File: config.mk
export PLATFORM = sky130hd
export DESIGN_NAME = fetch_ifid
export DESIGN_NICKNAME = d
export VERILOG_FILES = /design/src/rtl/fetch_ifid.sv
export SDC_FILE = /design/constraint.sdc
export NUM_CORES = 1
export LEC_CHECK = 0
export BUFFER_PORTS_ARGS = -buffer_cell sky130_fd_sc_hd__buf_2
export CAP_MARGIN = 20
export CORE_ASPECT_RATIO = 1.4
export CORE_MARGIN = 1
export CORE_UTILIZATION = 49
export CTS_CLUSTER_DIAMETER = 40
export DETAILED_ROUTE_END_ITERATION = 8
export GPL_TIMING_DRIVEN = 0
export PLACE_DENSITY_LB_ADDON = 0.08
export SLEW_MARGIN = 20
export SYNTH_ARGS = -nofsm -noshare
export SYNTH_HDL_FRONTEND = slang
export SYNTH_SLANG_ARGS = --single-unit
File: constraint.sdc
create_clock -name clk -period 2.5 [get_ports clk]
set_input_delay 0.25 -clock clk [delete_from_list [all_inputs] [get_ports clk]]
set_output_delay 0.25 -clock clk [all_outputs]
set_load 0.02 [all_outputs]
File: src/rtl/fetch_ifid.sv
// fetch_ifid: instruction-fetch stage and IF/ID pipeline register for the
// 16-bit five-stage pipeline.
//
// Owns the PC and drives the instruction-memory address. Forwards the raw
// fetched word to the hazard detector. Loads IF/ID with either the fetched
// word or an injected NOP, tracks HALT, and counts stall cycles.
//
// Ports:
//   clk, rst           rising-edge clock, async active-high reset
//   NOP, PcStall       hazard detector controls (squash IF/ID, hold PC)
//   Redirect, RedirectPC  EX-stage taken branch/jump and its target
//   ImemData           combinational instruction-memory read data
//   ImemAddr           current PC
//   IF_Instr           fetched word, passed straight through
//   ID_Instr, ID_PcPlus2, ID_Valid  IF/ID register contents
//   Halted             fetch is parked on a HALT
//   StallCnt           saturating count of PcStall cycles taken in RUN
//
// state   | meaning
// --------+----------------------------------------------------------
// RUN     | fetching sequentially; honours stall/squash/redirect
// HALTED  | HALT was latched into IF/ID; PC frozen until a redirect
module fetch_ifid #(
  parameter logic [15:0] RESET_PC  = 16'h0000,
  parameter logic [15:0] NOP_INSTR = 16'h0800,
  parameter logic [4:0]  HALT_OP   = 5'b00000
) (
  input  logic        clk,
  input  logic        rst,
  input  logic        NOP,
  input  logic        PcStall,
  input  logic        Redirect,
  input  logic [15:0] RedirectPC,
  input  logic [15:0] ImemData,
  output logic [15:0] ImemAddr,
  output logic [15:0] IF_Instr,
  output logic [15:0] ID_Instr,
  output logic [15:0] ID_PcPlus2,
  output logic        ID_Valid,
  output logic        Halted,
  output logic [15:0] StallCnt
);

  localparam logic [0:0] ST_RUN    = 1'b0;
  localparam logic [0:0] ST_HALTED = 1'b1;

  logic [0:0]  state;
  logic [15:0] pc;
  logic [15:0] pc_plus2;
  logic        is_halt;

  // PC+2 wraps naturally in 16 bits.
  assign pc_plus2 = pc + 16'd2;
  assign is_halt  = (ImemData[15:11] == HALT_OP);

  assign ImemAddr = pc;
  assign IF_Instr = ImemData;
  assign Halted   = (state == ST_HALTED);

  // Redirect outranks everything, including HALTED, so a branch/jump
  // resolved in EX is the only way out of the halted state.
  always_ff @(posedge clk or posedge rst) begin
    if (rst) begin
      state      <= ST_RUN;
      pc         <= RESET_PC;
      ID_Instr   <= NOP_INSTR;
      ID_PcPlus2 <= 16'h0000;
      ID_Valid   <= 1'b0;
      StallCnt   <= 16'h0000;
    end else if (Redirect) begin
      state    <= ST_RUN;
      pc       <= RedirectPC;
      ID_Instr <= NOP_INSTR;
      ID_Valid <= 1'b0;
    end else if (state == ST_HALTED) begin
      ID_Instr <= NOP_INSTR;
      ID_Valid <= 1'b0;
    end else if (PcStall) begin
      ID_Instr <= NOP_INSTR;
      ID_Valid <= 1'b0;
      if (StallCnt != 16'hFFFF) begin
        StallCnt <= StallCnt + 16'd1;
      end
    end else if (NOP) begin
      // Shadow of a branch/jump: drop the word but keep fetching.
      pc       <= pc_plus2;
      ID_Instr <= NOP_INSTR;
      ID_Valid <= 1'b0;
    end else begin
      ID_Instr   <= ImemData;
      ID_Valid   <= 1'b1;
      ID_PcPlus2 <= pc_plus2;
      if (is_halt) begin
        state <= ST_HALTED;
      end else begin
        pc <= pc_plus2;
      end
    end
  end

endmodule

Yosys cells after proc, flatten, opt, wreduce, memory -nomap -nowiden --
Index checks and enable logic that the tools add are counted.
Storage, ports and cells: output and inout port bits 82, logic and storage cells 38, register bits after elaboration 66
Operators by class: reduce and logical (&&, ||, !) cells 4, muxes and demuxes 18, eq/ne operators 4, bitwise gates (word level) 4, $add $sub $neg 2
Operators with widths (count):
- $mux 16 | 9
- $add 16x1->16 const B | 1
- $add 16x2->16 const B | 1
- $ne 16x16->1 const B | 1
- $mux 1 | 9
- $reduce_and 4->1 | 2
- $logic_not 5->1 | 1
- $not 1->1 | 4
- $ne 3x3->1 const B | 1
- $reduce_and 3->1 | 1
- $ne 2x1->1 const B | 1
- $ne 2x2->1 const B | 1

Depth between registers and ports, before layout --
depth after elaboration 6, gate-level depth with buffers 7, depth with buffers taken out 5

Least setup slack after synthesis --
Ideal clock, no wire load.
path type reg2reg, start register state, in the netlist Halted, end register StallCnt[11], path buffers 1, cell stages (with the launch flop) 6, slack 0.534 ns, data required time 2.420 ns, arrival 1.886 ns, cells stage by stage dfrtp_1 > or3b_1 > buf_6 > or4_4 > nor3b_2 > xor2_1
On the way: word-level cells in the longest chain between the ends 2
RTL lines:
- from (decl) | RTL line 47 | logic [0:0] state;
- from (signal assigned) | RTL line 64 | state <= ST_RUN;
- from (signal assigned) | RTL line 71 | state <= ST_RUN;
- from (signal assigned) | RTL line 94 | state <= ST_HALTED;
- $not 1->1 (no source line)
- $reduce_and 4->1 (no source line)
- to (signal assigned) | RTL line 82 | StallCnt <= StallCnt + 16'd1;
- to (decl) | RTL line 41 | output logic [15:0] StallCnt
No other way between the ends. A chain may end at the register's enable or synchronous reset.

Final worst setup path --
start register pc[1], in the netlist ImemAddr[1], end register pc[11], in the netlist ImemAddr[11]
On the way: word-level cells in the longest chain between the ends 6
RTL lines:
- from (decl) | RTL line 48 | logic [15:0] pc;
- from (signal assigned) | RTL line 72 | pc <= RedirectPC;
- from (signal assigned) | RTL line 86 | pc <= pc_plus2;
- from (signal assigned) | RTL line 96 | pc <= pc_plus2;
- $add 16x2->16 (*) | RTL line 53 | assign pc_plus2 = pc + 16'd2;
- $mux 16 | RTL line 93 | if (is_halt) begin
- $mux 16 (*) | RTL line 84 | end else if (NOP) begin
- $mux 16 (*) | RTL line 78 | end else if (PcStall) begin
- $mux 16 (*) | RTL line 75 | end else if (state == ST_HALTED) begin
- $mux 16 (*) | RTL line 70 | end else if (Redirect) begin
Mark *: on every way between the ends. The rest lies on a longest branch, timed or not. The select of a mux whose other input is x is not followed.

==> impl_metrics.env <==
export IMPL_status="completed"
export IMPL_crit_path_start_kind="flop"
export IMPL_synth_top_family_by_area="simple AND/OR/NAND/NOR gates"
export IMPL_gp_congestion=0.899
export IMPL_p_leak_nw=2.11
export IMPL_power_density_nw_per_um2=717
export IMPL_num_nets_final=471
export IMPL_syn_to_final_growth_pct=29.0
export IMPL_hold_ws_ns=0.126
export IMPL_final_antenna_net_count=0
export IMPL_slowest_delay_ns=0.48
export IMPL_synth_compound_area_share_pct=10.0
export IMPL_ctsLongestPathBuffers=2
export IMPL_dp_hpwl_mm=5.67
export IMPL_die_x_um=70.2
export IMPL_drtIter0Drc=81
export IMPL_dr_pass1_iters=5
export IMPL_final_hold_viol_count=0
export IMPL_syn_nets=341
export IMPL_max_cap_violations=0
export IMPL_ys_flop_type="dfrtp_1"
export IMPL_critPathSlowestCell="dfrtp_1"
export IMPL_core_um2=6250
export IMPL_worst_hold_path_type="in2reg"
export IMPL_clkSlewWorstSetupHoldPaths_ns=0.07
export IMPL_avgSynthCellArea_um2=10.6
export IMPL_maxSlewHeadroom_pct=57.2
export IMPL_r2r_start="ImemAddr[1]$_DFFE_PP0P_"
export IMPL_synthSimpleGateAreaFrac_pct=21.9
export IMPL_die_area_um2=6840
export IMPL_grt_pass1_vias=2604
export IMPL_arrival_ns=2.25
export IMPL_synth_seq_cells=66
export IMPL_rsz0062_at_grt="false"
export IMPL_antenna_found_initial=0
export IMPL_placed_area_um2=3890
export IMPL_grt_pass1_wl_mm=12.5
export IMPL_hp_start="RedirectPC[5]"
export IMPL_synth_warnings=0
export IMPL_cts_buffers_inserted=9
export IMPL_routedWlPerCell_um=14.9
export IMPL_drive_gt1_share_pct=36.8
export IMPL_path_max_fanout=7
export IMPL_critPathTopFamily="flip-flops"
export IMPL_fin_area_um2=4110
export IMPL_clock_sinks=66
export IMPL_wl_mm=7.60
export IMPL_start_util_pct=51.0
export IMPL_synth_xor_area_share_pct=7.69
export IMPL_tightest_slew_ns=0.637
export IMPL_fillers=538
export IMPL_synth_area_um2=3190
export IMPL_yosys_area_share_adder_pct=0.785
export IMPL_slew_violations=0
export IMPL_fp_row_count=34
export IMPL_diodes=0
export IMPL_cts_resized=0
export IMPL_synth_edf_count=0
export IMPL_critical_path_required_ns=2.72
export IMPL_grtUsageTotal_pct=23.3
export IMPL_period_share_pct=81.4
export IMPL_clk_insertion_delay_late_ns=0.34
export IMPL_die_h_um=97.5
export IMPL_grt_overflow_total=0
export IMPL_synth_seq_area_share_pct=51.8
export IMPL_max_freq_ghz=0.492
export IMPL_cts_tree="yes"
export IMPL_worstSetupEndpointType="flop"
export IMPL_fin_crit_ns=2.03
export IMPL_cts_setup_buffers=0
export IMPL_netlist_instances=302
export IMPL_ios=119
export IMPL_ir_drop_mv=0.396
export IMPL_io_buffers=117
export IMPL_holdBufCountCts=1
export IMPL_clock_skew_ns=0.0109
export IMPL_synth_distinct_cells=46
export IMPL_h_tree_depth=3
export IMPL_crit_buf_inv=1
export IMPL_setup_viol=0
export IMPL_vias=2705
export IMPL_drc=0
export IMPL_clock_tree_root_cell="clkbuf_8"
export IMPL_grt_max_degree=52
export IMPL_timing_worst_setup_path_type="reg2reg"
export IMPL_critPathLaunch="ImemAddr[1]$_DFFE_PP0P_"
export IMPL_synth_mux_area_share_pct=1.06
export IMPL_via_per_inst=5.31
export IMPL_synth_async_reset_ratio_pct=100
export IMPL_path_cells="ha_1, and3_1, clkbuf_1, and4_1, o22ai_1, a221o_1"
-- worst register-to-register path: cells and delay by family (launching register included) --
kind | cells | cell delay, ns
DFF | 1 | 0.48
and+or+nand+nor | 2 | 0.48
AOI/OAI and AO/OA | 2 | 0.40
adders and majority gates | 1 | 0.30
buffers and inverters | 1 | 0.26
-- where the power goes --
| part | internal, mW | switching (mW) |
|---|---|---|
| registers | 1.20 | 0.132 |
| clock network | 0.542 | 0.384 |
| logic | 0.269 | 0.416 |
-- cell usage after synthesis (2+ instances only) --
library cell | number | area (um^2)
a211o_1 | 2 | 17.5
a211oi_1 | 2 | 15.0
a21o_1 | 2 | 15.0
a21oi_1 | 5 | 25.0
a221o_1 | 6 | 60.1
a22o_1 | 3 | 26.3
a31oi_1 | 3 | 18.8
and2_1 | 17 | 106
and3_1 | 6 | 37.5
and4_1 | 6 | 52.6
buf_1 | 2 | 7.51
buf_4 | 17 | 128
buf_6 | 2 | 22.5
clkbuf_1 | 11 | 41.3
dfrtp_1 | 65 | 1630
ha_1 | 2 | 25.0
inv_1 | 4 | 15.0
mux2_2 | 3 | 33.8
nand2_1 | 30 | 113
nand2b_1 | 3 | 18.8
nand3_1 | 14 | 70.1
nand3b_1 | 2 | 15.0
nand4_1 | 4 | 25.0
nor2_1 | 10 | 37.5
nor3_1 | 7 | 35.0
nor3_2 | 2 | 20.0
nor3b_1 | 5 | 37.5
nor4_1 | 5 | 31.3
o211ai_1 | 3 | 22.5
o21ai_0 | 12 | 60.1
o22ai_1 | 3 | 18.8
o311ai_0 | 3 | 26.3
or3_1 | 2 | 12.5
xnor2_1 | 7 | 61.3
xor2_1 | 21 | 184
-- registers in the layout, summed over array words and instances, names as in the netlist --
| name | flops |
|---|---|
| Halted | 1 |
| ID_Instr | 16 |
| StallCnt | 16 |
| ID_Valid | 1 |
| ID_PcPlus2 | 16 |
| ImemAddr | 16 |
-- placed cells by master (no fill, tap or decap), types with 6 or more instances in the layout --
| cell type | n |
|---|---|
| buf_4 | 17 |
| nand3_1 | 14 |
| xnor2_1 | 7 |
| nor3_1 | 7 |
| xor2_1 | 21 |
| nand2_1 | 30 |
| clkbuf_8 | 12 |
| and2_1 | 17 |
| clkbuf_1 | 13 |
| o21ai_0 | 12 |
| and3_1 | 6 |
| nor2_1 | 10 |
| dfrtp_1 | 65 |
| and4_1 | 6 |
| buf_2 | 117 |
| a221o_1 | 6 |
-- metrics by stage --
stage                     worst slack, ns  setup TNS, ns  cells  total power, mW  utilization, %
final                               0.466              0    509             2.95            65.8
after global routing                0.326              0    509             3.09            65.8
after CTS                           0.467              0    509             2.98            65.8
after detailed placement            0.316              0    492             2.05            62.3
after global placement             -0.248         -15.93    491             2.02            61.8
after floorplan                     0.534              0    302             1.78               -
-- worst paths after layout --
kind                                         endpoint  slack, ns  depth (start not counted)
setup / recovery             ImemAddr[11]$_DFFE_PP0P_       0.47                          6
hold / removal                ImemAddr[5]$_DFFE_PP0P_       0.13                          3
min in group asynchronous     StallCnt[3]$_DFFE_PP0P_       0.38                          3
setup reg to reg             ImemAddr[11]$_DFFE_PP0P_       0.47                          6
max in group asynchronous      ID_Instr[11]$_DFF_PP1_       1.55                          4
hold reg to reg            ID_PcPlus2[15]$_DFFE_PP0P_       0.48                          2
-- cell families after synthesis --
family	count (synthesis)
multiplexers	3
AO/OA/AOI/OAI	46
buffers and inverters	36
flip-flops	66
XOR/XNOR	28
adder cells (fa/ha/maj)	2
AND/OR/NAND/NOR	121
-- cell type report --
type / instances / area [um^2] / area share [%]
plain buffers: 32 / 199 / 4.84
clock buffers: 14 / 173 / 4.20
clock inverters: 2 / 35.0 / 0.852
inverters: 4 / 17.5 / 0.426
multi-input cells: 200 / 1320 / 32.2
flip-flops and latches: 66 / 1650 / 40.2
well taps: 72 / 90.1 / 2.19
repair buffers: 119 / 623 / 15.2
-- metal layers --
| metal | global-route usage (%) | routed length, um |
|---|---|---|
| met5 | 0 | 0 |
| met4 | 9.54 | 109 |
| met3 | 4.05 | 296 |
| met2 | 40.8 | 4030 |
| met1 | 28.1 | 3160 |
No activity file was read; power rests on OpenSTA's default activity.
